**src/rtl/regfile_pkg.sv**
```systemverilog
// Shared types and defaults for the register-bank operand fetch sequencer.
// Optional writeback forwarding into fetched operands: REGFILE_WB_FORWARD_EN.
package regfile_pkg;

    localparam int DEF_XLEN = 32;
    localparam int DEF_AW   = 5;

    typedef enum logic [2:0] {
        IDLE,
        ISSUE1,
        ISSUE2,
        DRAIN,
        RESP
    } fetch_state_t;

    typedef enum logic [1:0] {
        OP_NONE,
        OP_RS1,
        OP_RS2
    } op_sel_t;

    // One in-flight read: which operand it belongs to, and whether it is an
    // x0 slot that must resolve to zero instead of RAM data.
    typedef struct packed {
        op_sel_t op;
        logic    zero;
    } pend_t;

    localparam pend_t PEND_IDLE = '{op: OP_NONE, zero: 1'b0};

endpackage

```
**src/rtl/regfile_operand_slot.sv**
```systemverilog
// One fetched operand register: RAM capture, x0 zero-forcing and, when
// REGFILE_WB_FORWARD_EN is defined, writeback forwarding into the operand.
module regfile_operand_slot
    import regfile_pkg::*;
#(
    parameter int XLEN = DEF_XLEN,
    parameter int AW   = DEF_AW
)
(
    input  logic            clk,
    input  logic            srst,
    input  logic [AW-1:0]   rs,
    input  logic            issue,
    input  logic            clr,
    input  logic            cap_en,
    input  logic            cap_zero,
    input  logic [XLEN-1:0] mem_rdata,
    input  logic            wb_valid,
    input  logic [AW-1:0]   wb_addr,
    input  logic [XLEN-1:0] wb_data,
    output logic [XLEN-1:0] operand
);

    logic [XLEN-1:0] operand_q;
    logic [XLEN-1:0] operand_d;

`ifdef REGFILE_WB_FORWARD_EN
    logic live_q;
    logic live_d;
    logic fwd_q;
    logic fwd_d;
    logic fwd_hit;

    // live: the read has left the port, so the RAM can no longer supply a
    // later write. fwd: a forwarded value already supersedes the pending data.
    always_comb begin
        fwd_hit   = wb_valid && (wb_addr != '0) && (wb_addr == rs) && live_q;
        operand_d = operand_q;
        live_d    = live_q;
        fwd_d     = fwd_q;
        if (issue) begin
            live_d = 1'b1;
            fwd_d  = 1'b0;
        end
        if (clr) begin
            live_d = 1'b0;
            fwd_d  = 1'b0;
        end
        if (cap_en && !fwd_q) begin
            operand_d = cap_zero ? '0 : mem_rdata;
        end
        if (fwd_hit) begin
            operand_d = wb_data;
            fwd_d     = 1'b1;
        end
    end

    always_ff @(posedge clk) begin
        if (srst) begin
            operand_q <= '0;
            live_q    <= 1'b0;
            fwd_q     <= 1'b0;
        end else begin
            operand_q <= operand_d;
            live_q    <= live_d;
            fwd_q     <= fwd_d;
        end
    end
`else
    logic unused_fwd_inputs;

    // Without forwarding the operand is frozen once captured.
    always_comb begin
        operand_d = operand_q;
        if (cap_en) begin
            operand_d = cap_zero ? '0 : mem_rdata;
        end
    end

    assign unused_fwd_inputs = ^{rs, issue, clr, wb_valid, wb_addr, wb_data};

    always_ff @(posedge clk) begin
        if (srst) begin
            operand_q <= '0;
        end else begin
            operand_q <= operand_d;
        end
    end
`endif

    assign operand = operand_q;

endmodule

```
**src/rtl/regfile_operand_fetch.sv**
```systemverilog
// Operand-fetch sequencer for a single-port synchronous-read register RAM;
// writeback always owns the port. Forwarding option: REGFILE_WB_FORWARD_EN.
module regfile_operand_fetch
    import regfile_pkg::*;
#(
    parameter int XLEN = DEF_XLEN,
    parameter int AW   = DEF_AW
)
(
    input  logic            clk,
    input  logic            reset,
    input  logic            req_valid,
    output logic            req_ready,
    input  logic [AW-1:0]   req_rs1,
    input  logic [AW-1:0]   req_rs2,
    output logic            rsp_valid,
    input  logic            rsp_ready,
    output logic [XLEN-1:0] rsp_rd1,
    output logic [XLEN-1:0] rsp_rd2,
    input  logic            wb_valid,
    output logic            wb_ready,
    input  logic [AW-1:0]   wb_addr,
    input  logic [XLEN-1:0] wb_data,
    output logic            mem_en,
    output logic            mem_we,
    output logic [AW-1:0]   mem_addr,
    output logic [XLEN-1:0] mem_wdata,
    input  logic [XLEN-1:0] mem_rdata
);

    fetch_state_t    state_q, state_d;
    logic [AW-1:0]   rs1_q, rs1_d;
    logic [AW-1:0]   rs2_q, rs2_d;
    logic            req_ready_q, req_ready_d;
    logic            rsp_valid_q, rsp_valid_d;
    logic            wb_ready_q, wb_ready_d;
    logic            mem_en_q, mem_en_d;
    logic            mem_we_q, mem_we_d;
    logic [AW-1:0]   mem_addr_q, mem_addr_d;
    logic [XLEN-1:0] mem_wdata_q, mem_wdata_d;
    pend_t           pend_iss_q, pend_iss_d;
    pend_t           pend_cap_q, pend_cap_d;

    logic            wb_write;
    logic            accept;
    logic            rsp_fire;

    logic [1:0]      slot_issue;
    logic [1:0]      slot_cap;
    logic [AW-1:0]   slot_rs  [2];
    logic [XLEN-1:0] slot_op  [2];

    always_comb begin
        wb_write    = wb_valid && (wb_addr != '0);
        accept      = (state_q == IDLE) && req_ready_q && req_valid;
        rsp_fire    = (state_q == RESP) && rsp_valid_q && rsp_ready;

        state_d     = state_q;
        rs1_d       = rs1_q;
        rs2_d       = rs2_q;
        mem_en_d    = 1'b0;
        mem_we_d    = 1'b0;
        mem_addr_d  = '0;
        mem_wdata_d = '0;
        pend_iss_d  = PEND_IDLE;
        // A read on the port this cycle returns data next cycle.
        pend_cap_d  = pend_iss_q;

        if (wb_write) begin
            mem_en_d    = 1'b1;
            mem_we_d    = 1'b1;
            mem_addr_d  = wb_addr;
            mem_wdata_d = wb_data;
        end

        // x0 reads never touch the port, so they advance even under a
        // writeback; real reads wait for a free port.
        unique case (state_q)
            IDLE: begin
                if (accept) begin
                    rs1_d   = req_rs1;
                    rs2_d   = req_rs2;
                    state_d = ISSUE1;
                end
            end
            ISSUE1: begin
                if (rs1_q == '0) begin
                    pend_iss_d = '{op: OP_RS1, zero: 1'b1};
                    state_d    = ISSUE2;
                end else if (!wb_write) begin
                    mem_en_d   = 1'b1;
                    mem_addr_d = rs1_q;
                    pend_iss_d = '{op: OP_RS1, zero: 1'b0};
                    state_d    = ISSUE2;
                end
            end
            ISSUE2: begin
                if (rs2_q == '0) begin
                    pend_iss_d = '{op: OP_RS2, zero: 1'b1};
                    state_d    = DRAIN;
                end else if (!wb_write) begin
                    mem_en_d   = 1'b1;
                    mem_addr_d = rs2_q;
                    pend_iss_d = '{op: OP_RS2, zero: 1'b0};
                    state_d    = DRAIN;
                end
            end
            DRAIN: begin
                // The last read's data is captured on this edge.
                if (pend_iss_q.op == OP_NONE) begin
                    state_d = RESP;
                end
            end
            RESP: begin
                if (rsp_fire) begin
                    state_d = IDLE;
                end
            end
            default: state_d = IDLE;
        endcase

        req_ready_d = (state_d == IDLE);
        rsp_valid_d = (state_d == RESP);
        wb_ready_d  = 1'b1;
    end

    always_ff @(posedge clk) begin
        if (reset) begin
            state_q     <= IDLE;
            rs1_q       <= '0;
            rs2_q       <= '0;
            req_ready_q <= 1'b0;
            rsp_valid_q <= 1'b0;
            wb_ready_q  <= 1'b0;
            mem_en_q    <= 1'b0;
            mem_we_q    <= 1'b0;
            mem_addr_q  <= '0;
            mem_wdata_q <= '0;
            pend_iss_q  <= PEND_IDLE;
            pend_cap_q  <= PEND_IDLE;
        end else begin
            state_q     <= state_d;
            rs1_q       <= rs1_d;
            rs2_q       <= rs2_d;
            req_ready_q <= req_ready_d;
            rsp_valid_q <= rsp_valid_d;
            wb_ready_q  <= wb_ready_d;
            mem_en_q    <= mem_en_d;
            mem_we_q    <= mem_we_d;
            mem_addr_q  <= mem_addr_d;
            mem_wdata_q <= mem_wdata_d;
            pend_iss_q  <= pend_iss_d;
            pend_cap_q  <= pend_cap_d;
        end
    end

    assign slot_rs[0]    = rs1_q;
    assign slot_rs[1]    = rs2_q;
    assign slot_issue[0] = (pend_iss_d.op == OP_RS1);
    assign slot_issue[1] = (pend_iss_d.op == OP_RS2);
    assign slot_cap[0]   = (pend_cap_q.op == OP_RS1);
    assign slot_cap[1]   = (pend_cap_q.op == OP_RS2);

    generate
        for (genvar gi = 0; gi < 2; gi++) begin : g_slot
            regfile_operand_slot #(
                .XLEN (XLEN),
                .AW   (AW)
            ) u_slot (
                .clk       (clk),
                .srst      (reset),
                .rs        (slot_rs[gi]),
                .issue     (slot_issue[gi]),
                .clr       (rsp_fire),
                .cap_en    (slot_cap[gi]),
                .cap_zero  (pend_cap_q.zero),
                .mem_rdata (mem_rdata),
                .wb_valid  (wb_valid),
                .wb_addr   (wb_addr),
                .wb_data   (wb_data),
                .operand   (slot_op[gi])
            );
        end
    endgenerate

    assign req_ready = req_ready_q;
    assign rsp_valid = rsp_valid_q;
    assign wb_ready  = wb_ready_q;
    assign mem_en    = mem_en_q;
    assign mem_we    = mem_we_q;
    assign mem_addr  = mem_addr_q;
    assign mem_wdata = mem_wdata_q;
    assign rsp_rd1   = slot_op[0];
    assign rsp_rd2   = slot_op[1];

endmodule
```
**config.mk**
```make
export PLATFORM = sky130hd
export DESIGN_NAME = regfile_operand_fetch
export DESIGN_NICKNAME = d
export VERILOG_FILES = /design/src/rtl/regfile_pkg.sv /design/src/rtl/regfile_operand_slot.sv /design/src/rtl/regfile_operand_fetch.sv
export SDC_FILE = /design/constraint.sdc
export NUM_CORES = 1
export LEC_CHECK = 0
export BUFFER_PORTS_ARGS = -buffer_cell sky130_fd_sc_hd__buf_2
export CAP_MARGIN = 20
export CORE_MARGIN = 8
export CORE_UTILIZATION = 52
export DETAILED_ROUTE_END_ITERATION = 6
export HOLD_SLACK_MARGIN = 0.15
export PLACE_DENSITY_LB_ADDON = 0.2
export REMOVE_ABC_BUFFERS = 1
export SKIP_LAST_GASP = 1
export SLEW_MARGIN = 40
export SYNTH_ARGS = -nofsm -noshare
export SYNTH_HDL_FRONTEND = slang
export SYNTH_HIERARCHICAL = 1
export SYNTH_SLANG_ARGS = --single-unit
```
**constraint.sdc**
```tcl
create_clock -name clk -period 3.4 [get_ports clk]
set_clock_uncertainty 0.05 [all_clocks]
set_input_delay 0.17 -clock clk [delete_from_list [all_inputs] [get_ports clk]]
set_output_delay 0.17 -clock clk [all_outputs]
set_load 0.02 [all_outputs]
```
==> results.sh, run 1 <==
export IMPL_final_setup_tns_ns=0
export IMPL_cap_viol_max_count=0
export IMPL_cts_reportedPaths_clkPinSlew_ns=0.07
export IMPL_path_class="in2reg"
export IMPL_route_detailed_vias_per_inst=5.24
export IMPL_vias=4610
export IMPL_global_route_wire_length_before_repair_um=25300
export IMPL_detailed_place_hpwl_um=8660
export IMPL_power_ir_vdd_worst_v=0.000416
export IMPL_p_int_mw=3.09
export IMPL_cp_arrival_ns=3.32
export IMPL_residual_drc=0
export IMPL_syn_inst=476
export IMPL_fin_crit_ns=2.93
export IMPL_fill_count=536
export IMPL_met3WireLength_um=1210
export IMPL_routed_top_layer="met4"
export IMPL_clock_root_buffer="sky130_fd_sc_hd__clkbuf_8"
export IMPL_detail_route_wirelength_met1_um=6100
export IMPL_detail_route_wirelength_um=15900
export IMPL_combinationalPowerShare=0.180
export IMPL_core_rowCount=35
export IMPL_cp_max_fo=15
export IMPL_power_sequential_fraction=0.385
export IMPL_number_of_global_route_vias_before_repair=4898
export IMPL_grt_setup_unrepaired="false"
export IMPL_worstSetupEndpointType="flop"
export IMPL_timing_worst_slew_pin_value_ns=0.725
export IMPL_start_kind="primary input"
export IMPL_net_switching_power_mw=1.22
export IMPL_met2_length_um=7990
export IMPL_cts_made_buffers=17
export IMPL_outcome="finished clean"
export IMPL_core_sq_um=9020
export IMPL_required_ns=3.79
export IMPL_h_tree_depth=4
export IMPL_grt_ovfl_total=0
export IMPL_leakagePower_nw=3.14
export IMPL_mean_area_per_synthesized_cell_sq_um=9.95
export IMPL_drtAntennaViolNets=0
export IMPL_final_max_slew_viol_count=0
export IMPL_antenna_diode_count=0
export IMPL_synth_area_sq_um=4740
export IMPL_floorplan_initialDensity=0.525
export IMPL_number_of_buffers_between_clock_root_and_the_deepest_sink=2
export IMPL_switching_power_as_a_share_of_total_power=0.283
export IMPL_clock_sinks=125
export IMPL_drt_pass1_iter_count=5
export IMPL_fin_crit_sh=0.861
export IMPL_grt_max_degree=70
export IMPL_globalRouteTotalUtil=0.248
export IMPL_area_growth_synth_to_final_pct=53.4
export IMPL_drt_iter0_markers=297
export IMPL_tritoncts="done"
export IMPL_powerDensity_nw_per_um2=593
export IMPL_fp_dieW_um=111
export IMPL_hold_viol=0
export IMPL_gp_congestion=0.839
export IMPL_final_layout_size_suffix_gt1_frac=0.321
export IMPL_io_buffer_count=189
export IMPL_fin_total_pwr_mw=4.31
export IMPL_power_frac_clock=0.435
export IMPL_grt_antenna_before_repair=0
export IMPL_worst_slew_margin_rel=0.516
export IMPL_finalNetCount=840
export IMPL_die_height_um=111
export IMPL_boundaryPins=190
export IMPL_worst_hold_path_type="in2reg"
export IMPL_final_setup_viol_count=0
export IMPL_insertion_delay_ns=0.50
export IMPL_fmax_mhz=342
export IMPL_synth_warning_count=6
export IMPL_design_die_area_sq_um=12400
export IMPL_routed_wire_length_per_instance_um=18.1
[critical path: stages]
cell and delay (ns):
sky130_fd_sc_hd__dlygate4sd3_1 0.55, sky130_fd_sc_hd__buf_2 0.14, sky130_fd_sc_hd__or4_4 0.54, sky130_fd_sc_hd__o21ai_4 0.39, sky130_fd_sc_hd__a32oi_1 0.17, sky130_fd_sc_hd__dlygate4sd3_1 0.59
sky130_fd_sc_hd__a21oi_1 0.18, sky130_fd_sc_hd__dlygate4sd3_1 0.59
[final cells by class]
type | instances | area, sq um | area share
repair buffers | 296 | 2000 | 0.276
flip-flops and latches | 125 | 2500 | 0.344
well taps | 111 | 139 | 0.0191
inverters | 1 | 3.75 | 0.000516
multi-input cells | 315 | 2010 | 0.276
clock buffers | 17 | 414 | 0.0570
clock inverters | 15 | 201 | 0.0277
[routing by layer]
metal | GRT usage | vias to the layer above
met5 | 0 | -
met4 | 0.113 | 0
met3 | 0.0855 | 56
met2 | 0.442 | 221
met1 | 0.255 | 2154
li1 | - | 2179
[state kept, by name, indices dropped and copies added, names as in the netlist]
register,count
g_slot.u_slot/operand,64
mem_addr,5
mem_en,1
mem_wdata,32
mem_we,1
pend_cap_d,3
pend_cap_q,3
req_ready,1
rs1_q,5
rs2_q,5
rsp_valid,1
state_q,3
wb_ready,1
[power by group through the flow]
stage                     Combinational (mW)  Clock (mW)  Sequential (mW)
after global placement                 0.624           0             1.67
final                                  0.776        1.87             1.66
after floorplan                        0.321           0             1.76
after detailed placement               0.635           0             1.68
after global routing                   0.837        1.96             1.67
after CTS                              0.744        1.88             1.65
[per-stage QoR]
stage	utilization	cells	instance area (sq um)	setup WS (ns)	hold WS, ns
floorplan	-	441	4490	0.800	0.182
global placement	0.624	746	5630	1.58	0.319
detailed placement	0.624	746	5630	1.54	0.321
CTS	0.805	880	7270	0.619	0.327
global route	0.806	880	7270	0.433	0.355
finish	0.806	880	7270	0.472	0.358
[path summary, 6_finish.rpt]
check / to / startpoint / slack, ns / depth (start not counted)
worst min register to register: pend_cap_q[0] / pend_cap_d[0] / 0.40 / 1
worst max-delay path: mem_addr[1] / wb_addr[2] / 0.47 / 8
worst min-delay path: mem_wdata[16] / wb_data[16] / 0.36 / 3
worst max register to register: mem_addr[1] / state_q[1] / 0.76 / 5
[what timing repair did]
action / in CTS / in global routing
resized for setup: 0 / 0
setup buffers: 0 / 0
hold endpoints to repair: 116 / 0
hold buffers: 102 / 0
[cells in the final DEF (no fill, tap or decap), types with 4 or more instances in the layout]
cell type and count:
sky130_fd_sc_hd__nand2b_2 8, sky130_fd_sc_hd__buf_2 189, sky130_fd_sc_hd__nand2b_1 55, sky130_fd_sc_hd__inv_6 5, sky130_fd_sc_hd__nand2_1 22, sky130_fd_sc_hd__buf_4 5, sky130_fd_sc_hd__clkbuf_16 16, sky130_fd_sc_hd__nand3b_1 64
sky130_fd_sc_hd__dlygate4sd3_1 102, sky130_fd_sc_hd__nor2_1 10, sky130_fd_sc_hd__nor2b_1 4, sky130_fd_sc_hd__and2_1 36, sky130_fd_sc_hd__dfxtp_1 125, sky130_fd_sc_hd__a21oi_1 75
Power figures use the tool's default switching activity.
==> run 2, diff against run 1 <==
Settings changed: ABC_AREA set to 1, CORE_UTILIZATION 52 to 51.
==> results.sh, run 2 <==
export IMPL_outcome="finished clean"
export IMPL_grt_ovfl_total=0
export IMPL_final_setup_viol_count=0
export IMPL_path_class="in2reg"
export IMPL_fin_crit_sh=0.649
export IMPL_worst_slew_margin_rel=0.610
export IMPL_residual_drc=0
export IMPL_area_growth_synth_to_final_pct=48.1
export IMPL_required_ns=3.70
export IMPL_clock_root_buffer="sky130_fd_sc_hd__clkbuf_8"
export IMPL_power_ir_vdd_worst_v=0.000396
export IMPL_final_cell_mix="sky130_fd_sc_hd__buf_2 (189), sky130_fd_sc_hd__dfxtp_1 (125), sky130_fd_sc_hd__dlygate4sd3_1 (83), sky130_fd_sc_hd__nand3_1 (70), sky130_fd_sc_hd__nor2_1 (65)"
export IMPL_cts_made_buffers=17
export IMPL_global_route_wire_length_before_repair_um=23600
export IMPL_grt_max_degree=45
export IMPL_layout_commonest_cell="sky130_fd_sc_hd__buf_2"
export IMPL_detail_route_wirelength_um=14900
export IMPL_final_area_sq_um=6880
export IMPL_holdBufCountCts=82
export IMPL_cts_reportedPaths_clkPinSlew_ns=0.06
export IMPL_globalRouteTotalUtil=0.231
export IMPL_timing_worst_slew_pin_value_ns=0.584
export IMPL_number_of_global_route_vias_before_repair=4795
export IMPL_cts_setup_buffers=0
export IMPL_routed_wire_length_per_instance_um=16.0
export IMPL_fin_crit_ns=2.21
export IMPL_grt_antenna_before_repair=0
export IMPL_number_of_buffers_between_clock_root_and_the_deepest_sink=2
export IMPL_core_sq_um=9020
export IMPL_route_detailed_vias_per_inst=5.01
export IMPL_die_height_um=111
export IMPL_syn_inst=545
export IMPL_start_kind="primary input"
export IMPL_flip_flop_count_of_the_largest_register_after_layout=64
export IMPL_floorplan_initialDensity=0.515
export IMPL_hold_viol=0
export IMPL_worst_hold_path_type="in2reg"
export IMPL_drtAntennaViolNets=0
export IMPL_final_max_slew_viol_count=0
export IMPL_boundaryPins=190
export IMPL_synth_area_sq_um=4640
export IMPL_detailed_place_hpwl_um=8880
export IMPL_fp_dieW_um=111
export IMPL_drt_pass1_iter_count=4
export IMPL_h_tree_depth=4
export IMPL_insertion_delay_ns=0.51
export IMPL_mean_area_per_synthesized_cell_sq_um=8.52
export IMPL_cp_arrival_ns=2.51
export IMPL_core_rowCount=35
export IMPL_io_buffer_count=189
export IMPL_clock_sinks=125
export IMPL_synth_warning_count=6
export IMPL_finalNetCount=890
export IMPL_placedInstanceArea_sq_um=5460
export IMPL_final_setup_tns_ns=0
export IMPL_gp_congestion=0.894
export IMPL_postCtsResizedCells=0
export IMPL_drt_iter0_markers=239
export IMPL_final_layout_size_suffix_gt1_frac=0.347
export IMPL_tritoncts="done"
export IMPL_worstSetupEndpointType="flop"
export IMPL_cap_viol_max_count=0
export IMPL_vias=4656
export IMPL_antenna_diode_count=0
export IMPL_design_die_area_sq_um=12400
export IMPL_powerDensity_nw_per_um2=608
export IMPL_fill_count=608
export IMPL_grt_setup_unrepaired="false"
export IMPL_cp_max_fo=33
export IMPL_leakagePower_nw=3.16
export IMPL_fmax_mhz=453
-- run 2: metrics by stage --
stage	hold WS (ns)	setup slack [ns]	power, mW	std cells	util
global placement	0.332	1.54	2.43	814	0.604
CTS	0.182	1.22	4.19	928	0.758
detailed placement	0.339	1.52	2.45	814	0.605
finish	0.193	1.19	4.18	930	0.762
floorplan	0.182	1.26	2.18	511	-
global route	0.249	1.08	4.38	930	0.762
-- run 2: worst paths after layout --
kind | to | depth (start not counted) | slack [ns] | start
worst max-delay path | mem_en | 9 | 1.19 | wb_addr[4]
worst min-delay path | state_q[0] | 7 | 0.19 | req_valid
worst max register to register | g_slot[0].u_slot/operand[28] | 5 | 1.78 | pend_cap_q[1]
worst min register to register | pend_cap_q[0] | 2 | 0.35 | pend_cap_d[0]
-- run 2: layer usage --
| metal | track usage | up-vias | part of all wire |
|---|---|---|---|
| met5 | 0 | - | 0 |
| met4 | 0.107 | 0 | 0.031 |
| met3 | 0.110 | 45 | 0.099 |
| met2 | 0.383 | 210 | 0.48 |
| met1 | 0.243 | 2137 | 0.39 |
| li1 | - | 2264 | - |
-- run 2: worst max-delay path, cell delays in order --
cell and delay (ns):
sky130_fd_sc_hd__dlygate4sd3_1 0.55, sky130_fd_sc_hd__buf_2 0.14, sky130_fd_sc_hd__nor2_1 0.11, sky130_fd_sc_hd__nand3_1 0.13
sky130_fd_sc_hd__nand2_2 0.14, sky130_fd_sc_hd__dlygate4sd3_1 0.60, sky130_fd_sc_hd__nor2_2 0.05, sky130_fd_sc_hd__inv_2 0.41
sky130_fd_sc_hd__o21ai_0 0.21
-- run 2: layout make-up --
type / count / area (sq um) / share of cell area
Sequential cell: 125 / 2500 / 0.364
Timing Repair Buffer: 276 / 1830 / 0.266
Multi-Input combinational cell: 325 / 1610 / 0.234
Clock buffer: 17 / 414 / 0.0602
Inverter: 61 / 244 / 0.0355
Clock inverter: 15 / 141 / 0.0206
Tap cell: 111 / 139 / 0.0202
-- run 2: power breakdown --
group | leakage [nW] | switching [mW] | internal (mW) | total, mW
clock network | 0.254 | 0.685 | 0.977 | 1.66
registers | 1.02 | 0.0752 | 1.60 | 1.68
logic | 1.89 | 0.535 | 0.309 | 0.844
total | 3.16 | 1.30 | 2.89 | 4.18
==> run 3, diff against run 2 <==
Settings changed: ABC_AREA 1 to 0, CORE_UTILIZATION 51 to 43.
Clock period 3.4 ns to 1.8 ns, I/O delays scaled along.
==> results.sh, run 3 (synthesized netlist as in run 1, its figures left out) <==
export IMPL_grt_setup_unrepaired="false"
export IMPL_area_growth_synth_to_final_pct=52.1
export IMPL_residual_drc=0
export IMPL_globalRoute_busiestLayer="met2"
export IMPL_boundaryPins=190
export IMPL_drt_iter0_markers=236
export IMPL_fin_crit_ns=1.74
export IMPL_design_die_area_sq_um=14600
export IMPL_finalNetCount=830
export IMPL_layout_commonest_cell="sky130_fd_sc_hd__buf_2"
export IMPL_insertion_delay_ns=0.51
export IMPL_core_sq_um=10800
export IMPL_timing_worst_slew_pin_value_ns=0.424
export IMPL_cts_reportedPaths_clkPinSlew_ns=0.07
export IMPL_flip_flop_count_of_the_largest_register_after_layout=64
export IMPL_number_of_global_route_vias_before_repair=4517
export IMPL_die_height_um=121
export IMPL_io_buffer_count=189
export IMPL_fp_dieW_um=121
export IMPL_final_setup_viol_count=0
export IMPL_setup_ws_ns=0.0644
export IMPL_routed_wire_length_per_instance_um=15.8
export IMPL_combinationalPowerShare=0.183
export IMPL_cts_setup_buffers=0
export IMPL_start_kind="primary input"
export IMPL_p_int_mw=5.70
export IMPL_h_tree_depth=4
export IMPL_final_cell_mix="sky130_fd_sc_hd__buf_2 (189), sky130_fd_sc_hd__dfxtp_1 (125), sky130_fd_sc_hd__dlygate4sd3_1 (84), sky130_fd_sc_hd__a21oi_1 (75), sky130_fd_sc_hd__nand3b_1 (64)"
export IMPL_drt_pass1_iter_count=4
export IMPL_final_max_slew_viol_count=0
export IMPL_cp_max_fo=33
export IMPL_cap_viol_max_count=0
export IMPL_grt_ovfl_total=0
export IMPL_worst_slew_margin_rel=0.717
export IMPL_switching_power_as_a_share_of_total_power=0.282
export IMPL_outcome="finished clean"
export IMPL_timing_reg2reg_setup_slack_ns=0.10
export IMPL_power_ir_vdd_worst_v=0.000621
export IMPL_number_of_buffers_between_clock_root_and_the_deepest_sink=2
export IMPL_grt_util_met2=0.317
export IMPL_core_rowCount=38
export IMPL_route_detailed_vias_per_inst=4.87
export IMPL_powerDensity_nw_per_um2=1100
export IMPL_cts_made_buffers=17
export IMPL_reg2reg_depth=5
export IMPL_detailed_place_hpwl_um=9150
export IMPL_power_sequential_fraction=0.393
export IMPL_worst_hold_path_type="in2reg"
export IMPL_met1_usage=0.220
export IMPL_global_route_wire_length_before_repair_um=22800
export IMPL_setup_worst_path_start="wb_addr[2]"
export IMPL_grt_antenna_before_repair=0
export IMPL_whs_ns=0.262
export IMPL_worstSetupEndpointType="flop"
export IMPL_r2r_start="pend_cap_q[1]"
export IMPL_fin_crit_sh=0.964
export IMPL_grt_max_degree=56
export IMPL_final_layout_size_suffix_gt1_frac=0.335
export IMPL_leakagePower_nw=3.06
export IMPL_hold_viol=0
export IMPL_gp_congestion=0.859
export IMPL_use_met3=0.0856
export IMPL_fmax_mhz=576
export IMPL_cp_arrival_ns=2.09
export IMPL_clock_root_buffer="sky130_fd_sc_hd__clkbuf_8"
export IMPL_antenna_diode_count=0
export IMPL_net_switching_power_mw=2.24
export IMPL_required_ns=2.15
export IMPL_clock_sinks=125
export IMPL_reg2reg_to="g_slot[0].u_slot/operand[18]"
export IMPL_drtAntennaViolNets=0
export IMPL_timing_critical_path_to="mem_wdata[18]"
export IMPL_worstHoldStart="wb_data[25]"
export IMPL_path_class="in2reg"
export IMPL_detail_route_wirelength_um=14200
export IMPL_vias=4381
export IMPL_power_frac_clock=0.424
export IMPL_fill_count=799
export IMPL_tritoncts="done"
export IMPL_post_place_ws_ns=0.133
export IMPL_floorplan_initialDensity=0.439
export IMPL_globalRouteTotalUtil=0.193
[run 3: how the worst min path moves through the flow]
stage / slack [ns] / endpoint / depth (start not counted)
after global routing: 0.25 / mem_wdata[12] / 3
after global placement: 0.24 / mem_wdata[0] / 2
after CTS: 0.23 / mem_wdata[29] / 3
after detailed placement: 0.24 / mem_wdata[19] / 2
after floorplan: 0.10 / g_slot[0].u_slot/operand[17] / 1
final: 0.26 / mem_wdata[25] / 3
[run 3: per-stage QoR]
| stage | TNS [ns] | power, mW | area [sq um] | util | instances |
|---|---|---|---|---|---|
| final | 0 | 7.93 | 7210 | 0.668 | 899 |
| after global routing | 0 | 8.31 | 7210 | 0.668 | 899 |
| after CTS | 0 | 8.01 | 7210 | 0.668 | 899 |
| after detailed placement | 0 | 4.47 | 5780 | 0.535 | 783 |
| after global placement | 0 | 4.44 | 5780 | 0.535 | 783 |
| after floorplan | -42.97 | 3.92 | 4490 | - | 441 |
[run 3: cell type report]
cell class                 instances  area (sq um)  area share
tap                              140           175      0.0243
timing repair buffer             286          1930       0.268
inverter                           1          3.75    0.000521
sequential                       125          2500       0.347
clock inverter                    15           175      0.0243
clock buffer                      17           414      0.0575
multi-input combinational        315          2000       0.278
[run 3: power groups by stage]
stage	combinational (mW)	sequential, mW	clock, mW
after floorplan	0.606	3.32	0
after global placement	1.27	3.17	0
after detailed placement	1.30	3.17	0
after CTS	1.45	3.11	3.45
after global routing	1.57	3.14	3.59
final	1.45	3.12	3.36
[run 3: repair_timing]
action	in CTS	in global routing
hold buffers	84	0
endpoints found under the setup margin	0	0
endpoints found under the hold margin	125	0
resized for setup	0	0
[run 3: worst max-delay path: stages]
cell	delay (ns)
sky130_fd_sc_hd__dlygate4sd3_1	0.56
sky130_fd_sc_hd__buf_2	0.15
sky130_fd_sc_hd__or4_4	0.54
sky130_fd_sc_hd__o21ai_4	0.25
sky130_fd_sc_hd__nor2_1	0.07
sky130_fd_sc_hd__buf_4	0.22
sky130_fd_sc_hd__and2_1	0.19
[run 3: metal layers]
layer | part of all wire | wire (um)
met3 | 0.096 | 1360
met5 | 0 | 0
met1 | 0.40 | 5730
met2 | 0.49 | 6940
met4 | 0.011 | 151
